## src/rtl/vga_timing_if.sv

```systemverilog
`default_nettype none
// ============================================================================
//  Module      : vga_timing_if
//  Description : Raster timing bundle produced by vga_timing_gen.
//                master = timing generator, slave = renderer / sync pins.
//  Signals     : pix_en     - pixel strobe, one clk cycle per pixel
//                hCount     - current column
//                vCount     - current line
//                hSync      - active-low horizontal sync
//                vSync      - active-low vertical sync
//                bright     - high inside the visible area
//                frame_tick - one-cycle strobe after each frame wrap
//                game_tick  - one-cycle strobe every TICK_FRAMES frames
//  Revision    : 1.0 - initial release
// ============================================================================
interface vga_timing_if;
  logic       pix_en;
  logic [9:0] hCount;
  logic [9:0] vCount;
  logic       hSync;
  logic       vSync;
  logic       bright;
  logic       frame_tick;
  logic       game_tick;

  modport master (
    output pix_en, hCount, vCount, hSync, vSync, bright, frame_tick, game_tick
  );

  modport slave (
    input  pix_en, hCount, vCount, hSync, vSync, bright, frame_tick, game_tick
  );
endinterface
`default_nettype wire

```

## src/rtl/vga_timing_gen.sv

```systemverilog
`default_nettype none
// ============================================================================
//  Module      : vga_timing_gen
//  Description : 640x480@60 VGA raster timing from the 100 MHz board clock.
//                A clock-enable divider paces the column/line counters; sync
//                and blanking are decoded from the registered counters so
//                they line up with hCount/vCount in the same cycle. Frame and
//                game-update strobes replace free-running slow clocks.
//  Ports       : clk   - system clock (single clock domain)
//                rst_n - asynchronous active-low reset
//                bus   - vga_timing_if.master raster timing outputs
//  Revision    : 1.0 - initial release
// ============================================================================
module vga_timing_gen #(
  parameter int CLK_DIV      = 4,
  parameter int H_SYNC       = 96,
  parameter int H_DISP_START = 144,
  parameter int H_DISP_END   = 784,
  parameter int H_TOTAL      = 800,
  parameter int V_SYNC       = 2,
  parameter int V_DISP_START = 35,
  parameter int V_DISP_END   = 515,
  parameter int V_TOTAL      = 525,
  parameter int TICK_FRAMES  = 1
) (
  input  wire logic   clk,
  input  wire logic   rst_n,
  vga_timing_if.master bus
);

  // A divide-by-1 still needs a 1-bit divider so the decode stays legal.
  localparam int c_DIV_W  = (CLK_DIV > 1)     ? $clog2(CLK_DIV)     : 1;
  localparam int c_FCNT_W = (TICK_FRAMES > 1) ? $clog2(TICK_FRAMES) : 1;

  localparam logic [c_DIV_W-1:0]  c_DIV_LAST   = c_DIV_W'(CLK_DIV - 1);
  localparam logic [c_DIV_W-1:0]  c_DIV_ONE    = c_DIV_W'(1);
  localparam logic [c_FCNT_W-1:0] c_FCNT_LAST  = c_FCNT_W'(TICK_FRAMES - 1);
  localparam logic [c_FCNT_W-1:0] c_FCNT_ONE   = c_FCNT_W'(1);
  localparam logic [9:0]          c_H_LAST     = 10'(H_TOTAL - 1);
  localparam logic [9:0]          c_V_LAST     = 10'(V_TOTAL - 1);
  localparam logic [9:0]          c_H_SYNC     = 10'(H_SYNC);
  localparam logic [9:0]          c_V_SYNC     = 10'(V_SYNC);
  localparam logic [9:0]          c_H_DISP_BEG = 10'(H_DISP_START);
  localparam logic [9:0]          c_H_DISP_END = 10'(H_DISP_END);
  localparam logic [9:0]          c_V_DISP_BEG = 10'(V_DISP_START);
  localparam logic [9:0]          c_V_DISP_END = 10'(V_DISP_END);

  logic [c_DIV_W-1:0]  r_div;
  logic [9:0]          r_hcount;
  logic [9:0]          r_vcount;
  logic [c_FCNT_W-1:0] r_fcnt;
  logic                r_frame_tick;
  logic                r_game_tick;

  logic w_pix_en;
  logic w_line_wrap;
  logic w_frame_wrap;

  assign w_pix_en     = (r_div == c_DIV_LAST);
  assign w_line_wrap  = w_pix_en && (r_hcount == c_H_LAST);
  assign w_frame_wrap = w_line_wrap && (r_vcount == c_V_LAST);

  // Pixel-rate divider: free-running, the counters use it only as an enable.
  always_ff @(posedge clk or negedge rst_n) begin
    if (!rst_n) begin
      r_div <= '0;
    end else if (r_div == c_DIV_LAST) begin
      r_div <= '0;
    end else begin
      r_div <= r_div + c_DIV_ONE;
    end
  end

  // Column / line counters.
  always_ff @(posedge clk or negedge rst_n) begin
    if (!rst_n) begin
      r_hcount <= '0;
      r_vcount <= '0;
    end else if (w_pix_en) begin
      if (w_line_wrap) begin
        r_hcount <= '0;
        r_vcount <= (r_vcount == c_V_LAST) ? 10'd0 : r_vcount + 10'd1;
      end else begin
        r_hcount <= r_hcount + 10'd1;
      end
    end
  end

  // Strobes are registered so they appear in the first cycle of position
  // (0,0); reset itself never produces a strobe.
  always_ff @(posedge clk or negedge rst_n) begin
    if (!rst_n) begin
      r_fcnt       <= '0;
      r_frame_tick <= 1'b0;
      r_game_tick  <= 1'b0;
    end else begin
      r_frame_tick <= w_frame_wrap;
      r_game_tick  <= w_frame_wrap && (r_fcnt == c_FCNT_LAST);
      if (w_frame_wrap) begin
        r_fcnt <= (r_fcnt == c_FCNT_LAST) ? '0 : r_fcnt + c_FCNT_ONE;
      end
    end
  end

  assign bus.pix_en     = w_pix_en;
  assign bus.hCount     = r_hcount;
  assign bus.vCount     = r_vcount;
  assign bus.hSync      = !(r_hcount < c_H_SYNC);
  assign bus.vSync      = !(r_vcount < c_V_SYNC);
  assign bus.bright     = (r_hcount >= c_H_DISP_BEG) && (r_hcount < c_H_DISP_END) &&
                          (r_vcount >= c_V_DISP_BEG) && (r_vcount < c_V_DISP_END);
  assign bus.frame_tick = r_frame_tick;
  assign bus.game_tick  = r_game_tick;

endmodule
`default_nettype wire

```

## src/flat_wrapper.sv

```systemverilog
// flat-port wrapper written by rule: the top's interface ports become plain ports
module vga_timing_gen_flat 
#(
  parameter int CLK_DIV      = 4,
  parameter int H_SYNC       = 96,
  parameter int H_DISP_START = 144,
  parameter int H_DISP_END   = 784,
  parameter int H_TOTAL      = 800,
  parameter int V_SYNC       = 2,
  parameter int V_DISP_START = 35,
  parameter int V_DISP_END   = 515,
  parameter int V_TOTAL      = 525,
  parameter int TICK_FRAMES  = 1
)
  (clk, rst_n, bus_pix_en, bus_hCount, bus_vCount, bus_hSync, bus_vSync, bus_bright, bus_frame_tick, bus_game_tick);
  vga_timing_if bus_i ();
  input  wire logic clk;
  input  wire logic rst_n;
  output wire logic [$bits(bus_i.pix_en)-1:0] bus_pix_en;
  output wire logic [$bits(bus_i.hCount)-1:0] bus_hCount;
  output wire logic [$bits(bus_i.vCount)-1:0] bus_vCount;
  output wire logic [$bits(bus_i.hSync)-1:0] bus_hSync;
  output wire logic [$bits(bus_i.vSync)-1:0] bus_vSync;
  output wire logic [$bits(bus_i.bright)-1:0] bus_bright;
  output wire logic [$bits(bus_i.frame_tick)-1:0] bus_frame_tick;
  output wire logic [$bits(bus_i.game_tick)-1:0] bus_game_tick;
  assign bus_pix_en = bus_i.pix_en;
  assign bus_hCount = bus_i.hCount;
  assign bus_vCount = bus_i.vCount;
  assign bus_hSync = bus_i.hSync;
  assign bus_vSync = bus_i.vSync;
  assign bus_bright = bus_i.bright;
  assign bus_frame_tick = bus_i.frame_tick;
  assign bus_game_tick = bus_i.game_tick;
  vga_timing_gen #(.CLK_DIV(CLK_DIV), .H_SYNC(H_SYNC), .H_DISP_START(H_DISP_START), .H_DISP_END(H_DISP_END), .H_TOTAL(H_TOTAL), .V_SYNC(V_SYNC), .V_DISP_START(V_DISP_START), .V_DISP_END(V_DISP_END), .V_TOTAL(V_TOTAL), .TICK_FRAMES(TICK_FRAMES)) u_core (.clk(clk), .rst_n(rst_n), .bus(bus_i));
endmodule
```

## config.mk

```make
export PLATFORM = sky130hd
export DESIGN_NAME = vga_timing_gen_flat
export DESIGN_NICKNAME = d
export VERILOG_FILES = /design/src/rtl/vga_timing_if.sv /design/src/rtl/vga_timing_gen.sv /design/src/flat_wrapper.sv
export SDC_FILE = /design/constraint.sdc
export NUM_CORES = 1
export LEC_CHECK = 0
export CAP_MARGIN = 20
export CORE_ASPECT_RATIO = 1.5
export CORE_MARGIN = 4
export CORE_UTILIZATION = 45
export DETAILED_ROUTE_END_ITERATION = 10
export GPL_ROUTABILITY_DRIVEN = 0
export HOLD_SLACK_MARGIN = 0.02
export PLACE_DENSITY = 0.87
export SYNTH_ARGS = -nofsm -noshare
export SYNTH_HDL_FRONTEND = slang
export SYNTH_SLANG_ARGS = --single-unit
```

## constraint.sdc

```tcl
create_clock -name clk -period 1.8 [get_ports clk]
set_clock_uncertainty 0.15 [all_clocks]
set_input_delay 0.36 -clock clk [delete_from_list [all_inputs] [get_ports clk]]
set_output_delay 0.36 -clock clk [all_outputs]
set_load 0.01 [all_outputs]
```

; Word-level counts from Yosys, hierarchy flattened
; Index checks and enable logic that the tools add are counted.
[word_totals]
ff_bits = 25
out_inout_bits = 26
inputBits = 2
[op_classes]
add_sub_neg = 4
n_bitwise = 1
n_reduce_logical = 9
magnitude_cmp = 6
n_mux = 4
eq_ne = 3
[ops]
columns = op, n
row1 = $add A10 B1 Y10 const B, 2
row2 = $eq A10 B10 Y1 const B, 2
row3 = $lt A10 B10 Y1 const B, 2
row4 = $mux W10, 2
row5 = $ge A10 B6 Y1 const B, 1
row6 = $ge A10 B8 Y1 const B, 1
row7 = $lt A10 B2 Y1 const B, 1
row8 = $lt A10 B7 Y1 const B, 1
row9 = $logic_and A1 B1 Y1, 6
row10 = $add A2 B1 Y2 const B, 1
row11 = $eq A2 B2 Y1 const B, 1
row12 = $logic_not A1 Y1, 2
row13 = $mux W2, 1
row14 = $reduce_and A2 Y1, 1
row15 = $add A1 B1 Y1 const B, 1
row16 = $mux W1, 1
row17 = $not A1 Y1, 1

; Logic depth before layout (Yosys ltp)
; Gate-level depths: netlist of run 1.
[logic_depth]
word_depth = 4
mapped_depth = 7

; Worst setup path before layout of run 1
; No wires, ideal clock.
[synth_path]
path_kind = register to output
start = register u_core.r_vcount[4], in the netlist u_core.bus.vCount[4]
end = output bus_bright
arrival_ps = 1423
stages_incl_launch_ff = 5
slack_ps = -133
path_cell_list = dfrtp_1 > clkbuf_1 > nor4_1 > a31oi_1 > a311oi_1
[synth_via]
elab_chain_len = 3
[synth_rtl]
columns = element, line_no
row1 = "start, declared", vga_timing_gen.sv:50  ; logic [9:0] r_vcount;
row2 = "start signal, assigned", vga_timing_gen.sv:82  ; r_vcount <= (r_vcount == c_V_LAST) ? 10'd0 : r_vcount + 10'd1;
row3 = $ge A10 B6 Y1, vga_timing_gen.sv:111  ; (r_vcount >= c_V_DISP_BEG) && (r_vcount < c_V_DISP_END);
row4 = $logic_and A1 B1 Y1, vga_timing_gen.sv:110  ; assign bus.bright = (r_hcount >= c_H_DISP_BEG) && (r_hcount < c_H_DISP_END) &&
row5 = $logic_and A1 B1 Y1 (*), vga_timing_gen.sv:111
row6 = "end, declared", flat_wrapper.sv:24  ; output wire logic [$bits(bus_i.bright)-1:0] bus_bright;
; Mark *: on every way between the ends. The rest lies on a longest branch, timed or not.

; Final worst setup path of run 1
[layout_path]
start = register u_core.r_vcount[6], in the netlist u_core.bus.vCount[6]
end = output bus_bright
; Same word-level chain as after synthesis.

==> results.cfg, run 1 <==
[final_layout]
diodes = 0
final_cell_mix = buf_4 (35), dfrtp_1 (20), dlygate4sd2_1 (17)
area_growth_pct = 57.0
multi_input_area_um2 = 736
layout.nets = 202
drive_gt1_frac = 0.371
final_common_cell = buf_4
seq_area_um2 = 579
fillers = 210
final_util = 0.743

[route]
final_antenna_net_count = 0
drtIter0Drc = 47
routed_wl_mm = 3.64
drc_errors = 0
avgViaCountPerCell = 5.46
drt_pre_antenna_iters = 4
top_layer = met4
wl_per_cell_um = 15.8
vias = 1261
m1WireLength_mm = 1.39
wl_met2_mm = 2.00
wl_met3_um = 132

[global_routing]
grt-ovfl-total = 0
grt_pass1_wl_mm = 6.09
grt_pass1_vias = 1324
grt_usage = 0.213
antenna_found_initial = 0
grt_max_degree = 24

[synthesis]
synth.distinct_cells = 40
synth_edf_count = 0
synthesis.area_um2 = 1280
yosys_register_bits = 23
synth_cells = 130
asyncSetResetFlopFracSynth = 1.00
yosysSeqAreaShare = 0.450
synth_warnings = 0
synth_ff_type = dfrtp_1
syn_area_per_cell_um2 = 9.85
syn_nets = 137

[power]
p_switching_w = 0.000186
p_int_w = 0.000674
swShare = 0.216
pwr_density_cell_nw_per_um2 = 428
peakVddDrop_v = 0.000515
power_leakage_nw = 0.997
clkPwrFrac = 0.385
p_comb_frac = 0.015
pwr-share-seq = 0.600

[timing]
grt_setup_unrepaired = true
tns_ns = -2.09
hold_viol_final = 0
fmax_mhz = 466
finalCritPeriodShare = 1.19
setup_viol = 9
layout_setup_ws_ns = -0.346
slew_headroom = 0.778
max_slew.worst_pin.slew_ns = 0.330
drv_slew = 0
post-route-min-period_ns = 2.15

[worst_setup_path]
worst_path_largest_cell_delay_ns = 0.40
required_ns = 1.29
path_cells = or3_4, nor2_4, a31oi_1, a311oi_2, buf_2
crit_type = flip-flop to output pin
cp-start-kind = flip-flop
cp_max_fo = 2
worstPathArrival_ns = 1.64
crit_path_top_delay_cell = dfrtp_1
endpoint_kind = output pin

[clock_tree]
cts_num_sinks = 23
cts_made_buffers = 3
clk_path_buf_depth = 2
ctsHtreeMaxLevel = 1
root_buffer = clkbuf_8
clk_pin_slew_ns = 0.09
cts_tree = yes
insertion_delay_ns = 0.27

[status]
violations = negative setup slack
status = finished with violations

[floorplanning]
die-area_um2 = 3780
chipHeight_um = 73.3
die_x_um = 51.5
coreArea_um2 = 2710
initial_utilization = 0.473
pin_count = 28
row_count = 23

[hold_path]
holdCritPathClass = primary input to asynchronous set/reset pin

[placed_design]
dp_hpwl_mm = 2.49
port_buffers = 27

[flow_run]
maxCapViolCount = 0
[what timing repair did]
| item | 4_1_cts | 5_1_grt |
|---|---|---|
| buffers inserted | 9 | 6 |
| pin swaps | 8 | 11 |
| hold buffers | 0 | 0 |
| setup endpoints to repair | 28 | 18 |
| resized for setup | 39 | 19 |
[kinds of logic (layout without fill, tap and decap cells)]
logic type,Yosys count,in the layout,share of synthesized area
simple gates,54,54,0.261
flops,23,23,0.450
compound gates,21,21,0.106
buf+inv,16,80,0.0557
xor+xnor,9,9,0.0616
fa+ha+maj,5,5,0.0489
mux,2,2,0.0176
[Yosys cell counts, types with 2 or more instances]
library cell,instances,area (um2)
a21oi_1,3,15.0
a22o_1,2,17.5
and3_1,2,12.5
buf_4,3,22.5
clkbuf_1,6,22.5
dfrtp_1,23,576
ha_1,5,62.6
inv_1,7,26.3
mux2_2,2,22.5
nand2_1,7,26.3
nand3_1,6,30.0
nand4_1,6,37.5
nor2_1,9,33.8
nor3_1,4,20.0
nor3b_1,2,15.0
nor4_1,6,37.5
o21ai_0,6,30.0
o31ai_1,2,15.0
xnor2_1,6,52.6
xor2_1,3,26.3
[power groups by stage]
stage	combinational (W)	clock (W)	sequential [W]
6_report	0.0000131	0.000331	0.000516
5_1_grt	0.0000154	0.000361	0.000516
4_1_cts	0.0000145	0.000332	0.000516
3_5_place_dp	0.0000145	0	0.000526
3_3_place_gp	0.0000138	0	0.000526
2_1_floorplan	0.000000000249	0	0.000527
[registers in the layout, indices dropped and copies added (netlist names)]
name,cells
u_core.r_div,2
u_core.bus.vCount,10
u_core.bus.hCount,10
u_core.bus.frame_tick,1
[per-layer routing]
| metal | vias to the layer above | GRT usage |
|---|---|---|
| met2 | 43 | 0.382 |
| met5 | - | 0 |
| met4 | 0 | 0.0787 |
| li1 | 601 | - |
| met1 | 604 | 0.250 |
| met3 | 13 | 0.0345 |
[final timing paths]
kind                                                  start                          endpoint  slack, ns  cells after the start
setup / recovery           u_core.bus.vCount[6]$_DFFE_PN0P_                        bus_bright      -0.35                      5
hold / removal                                        rst_n  u_core.bus.hCount[2]$_DFFE_PN0P_       0.28                      2
setup reg to reg           u_core.bus.vCount[6]$_DFFE_PN0P_  u_core.bus.vCount[0]$_DFFE_PN0P_      -0.31                      8
hold reg to reg                   u_core.r_div[0]$_DFF_PN0_         u_core.r_div[0]$_DFF_PN0_       0.37                      2
max in group asynchronous                             rst_n  u_core.bus.hCount[0]$_DFFE_PN0P_       0.97                      2
min in group clk                  u_core.r_div[0]$_DFF_PN0_         u_core.r_div[0]$_DFF_PN0_       0.37                      2
[critical path: cells and delay by family (launching register included)]
family | cells | cell delay (ns)
compound gates | 2 | 0.28
buf+inv | 1 | 0.16
flops | 1 | 0.40
simple gates | 2 | 0.52
[stage by stage]
stage          total power, W  hold slack [ns]  cells  instance area (um2)  setup WS (ns)
2_1_floorplan        0.000527          -0.0856    130                 1300        -0.0515
3_3_place_gp         0.000540            0.267    216                 1800         -0.449
3_5_place_dp         0.000541            0.286    216                 1800         -0.474
4_1_cts              0.000862            0.298    227                 1910         -0.358
5_1_grt              0.000893            0.306    231                 2010         -0.432
6_report             0.000861            0.281    231                 2010         -0.346
[final cells by class]
cell class,instances,area share
Clock buffer,3,0.0205
Sequential cell,23,0.288
Multi-Input combinational cell,91,0.366
Tap cell,37,0.0230
Inverter,7,0.0131
Clock inverter,1,0.00249
Timing Repair Buffer,69,0.286
(Power assumes the default switching activity.)
==> run 2, diff against run 1 <==
Settings changed: CORE_ASPECT_RATIO 1.5 to 1.4.
==> run 2 against run 1 <==
The flow still finishes with violations (negative setup slack). Critical path depth unchanged. Power decreased by 10%. Final area decreased by 1.3%. Combinational power increased by 5%. Critical path type unchanged. Critical endpoint unchanged. Largest cell class unchanged.
==> results.cfg, run 2 (synthesized netlist as in run 1, its figures left out) <==
[worst_setup_path]
worstRegToRegCells = 7
crit_path_top_delay_cell = dfrtp_1
regToRegEndpoint = u_core.bus.vCount[0]$_DFFE_PN0P_
timing.rr.start = u_core.bus.vCount[7]$_DFFE_PN0P_
required_ns = 1.29
cp.buffers_inverters = 1
cp_num_cells = 5
worstPathArrival_ns = 1.70
cp-start-kind = flip-flop
endpoint_kind = output pin
r2r_slack_ns = -0.15
crit_type = flip-flop to output pin
cp_max_fo = 2
path_cells = or3_4, nor2_4, a31oi_2, a311oi_2, buf_2
worst_path_largest_cell_delay_ns = 0.41
cp_top_family = simple AND/OR/NAND/NOR gates
cp-endpoint = bus_bright
crit_path_start = u_core.bus.vCount[7]$_DFFE_PN0P_

[power]
peakVddDrop_v = 0.000516
p_int_w = 0.000606
power_leakage_nw = 0.998
pwr_density_cell_nw_per_um2 = 390
swShare = 0.216
p_switching_w = 0.000167
pwr-share-seq = 0.668
finalPower_w = 0.000774
p_comb_frac = 0.018
clkPwrFrac = 0.315

[timing]
layout_setup_ws_ns = -0.408
drv_slew = 0
max_slew.worst_pin.slew_ns = 0.312
slew_headroom = 0.792
grt_setup_unrepaired = true
post-route-min-period_ns = 2.21
hold_viol_final = 0
fmax_mhz = 453
setup_viol = 8
finalCritPeriodShare = 1.23

[placed_design]
port_buffers = 27
place_inst = 215
dp_hpwl_mm = 2.54

[final_layout]
fillers = 188
area_growth_pct = 54.9
final_util = 0.743
drive_gt1_frac = 0.363
diodes = 0
final_common_cell = buf_4
layout.cells.non_filler = 226
layout.nets = 198
final_cell_mix = buf_4 (32), dfrtp_1 (22), dlygate4sd2_1 (21)

[route]
vias = 1252
drt_pre_antenna_iters = 4
avgViaCountPerCell = 5.54
final_antenna_net_count = 0
wl_per_cell_um = 16.2
drc_errors = 0
routed_wl_mm = 3.67
drtIter0Drc = 24

[clock_tree]
ctsHtreeMaxLevel = 1
clk_path_buf_depth = 2
clk_pin_slew_ns = 0.13
cts_hold_buf = 0
cts_num_sinks = 23
root_buffer = clkbuf_4
cts_tree = yes
cts_made_buffers = 3
insertion_delay_ns = 0.31

[floorplanning]
pin_count = 28
die_x_um = 53.1
row_count = 22
chipHeight_um = 71.1
initial_utilization = 0.479
coreArea_um2 = 2670
die-area_um2 = 3770

[global_routing]
grt_pass1_vias = 1238
grt_max_degree = 24
grt-ovfl-total = 0
grt_pass1_wl_mm = 5.78
antenna_found_initial = 0
grt_usage = 0.199

[flow_run]
maxCapViolCount = 0

[hold_path]
holdCritPathClass = primary input to asynchronous set/reset pin

[status]
status = finished with violations
violations = negative setup slack
==> run 2: cell types whose count changed in the layout (fill, tap and decap cells not counted), sizes merged <==
| cell | delta |
|---|---|
| dlygate4sd2 | +4 |
| buf | -3 |
| clkinv | -1 |
| clkdlybuf4s15 | -1 |
| clkdlybuf4s50 | -3 |
==> run 2: power by group through the flow <==
stage | logic (W) | registers (W) | clock network, W
5_1_grt | 0.0000157 | 0.000517 | 0.000267
3_5_place_dp | 0.0000144 | 0.000526 | 0
6_report | 0.0000137 | 0.000517 | 0.000243
3_3_place_gp | 0.0000135 | 0.000526 | 0
2_1_floorplan | 0.000000000249 | 0.000527 | 0
4_1_cts | 0.0000145 | 0.000517 | 0.000243
==> run 2: per-stage QoR <==
stage / hold slack [ns] / cell area [um2] / TNS [ns] / setup WS [ns]
5_1_grt: 0.257 / 1980 / -1.70 / -0.466
6_report: 0.238 / 1980 / -1.15 / -0.408
3_5_place_dp: 0.287 / 1800 / -1.15 / -0.501
4_1_cts: 0.256 / 1860 / -1.15 / -0.406
2_1_floorplan: -0.0856 / 1300 / -0.0515 / -0.0515
3_3_place_gp: 0.266 / 1800 / -0.807 / -0.481
==> run 2: cell type report <==
cell class,instances,area [um2],area share
repair buffers,65,537,0.271
well taps,36,45.0,0.0227
flip-flops and latches,23,577,0.291
inverters,7,31.3,0.0158
clock buffers,4,26.3,0.0132
multi-input cells,91,767,0.387
==> run 2: per-layer routing <==
layer,wire (um),global-route usage,vias to the layer above
li1,-,-,588
met1,1430,0.246,617
met2,2050,0.352,37
met3,105,0.0168,10
met4,90,0.0682,0
met5,0,0,-
==> run 2: timing repair <==
item	4_1_cts	5_1_grt
pin swaps	2	8
gates resized for setup	42	24
setup buffers	4	5
endpoints found under the setup margin	32	14
==> run 2: worst min path at each step <==
stage	start	end	slack (ns)
floorplan	rst_n	u_core.bus.frame_tick$_DFF_PN0_	-0.09
global placement	u_core.r_div[0]$_DFF_PN0_	u_core.r_div[0]$_DFF_PN0_	0.27
detailed placement	u_core.r_div[0]$_DFF_PN0_	u_core.r_div[0]$_DFF_PN0_	0.29
CTS	rst_n	u_core.bus.hCount[7]$_DFFE_PN0P_	0.26
global route	rst_n	u_core.bus.hCount[4]$_DFFE_PN0P_	0.26
finish	rst_n	u_core.bus.hCount[4]$_DFFE_PN0P_	0.24
==> run 3, diff against run 2 <==
Settings changed: HOLD_SLACK_MARGIN 0.02 to 0.1.
==> results of run 3 <==
No change in the layout: final DEF, timing and power equal those of run 2.
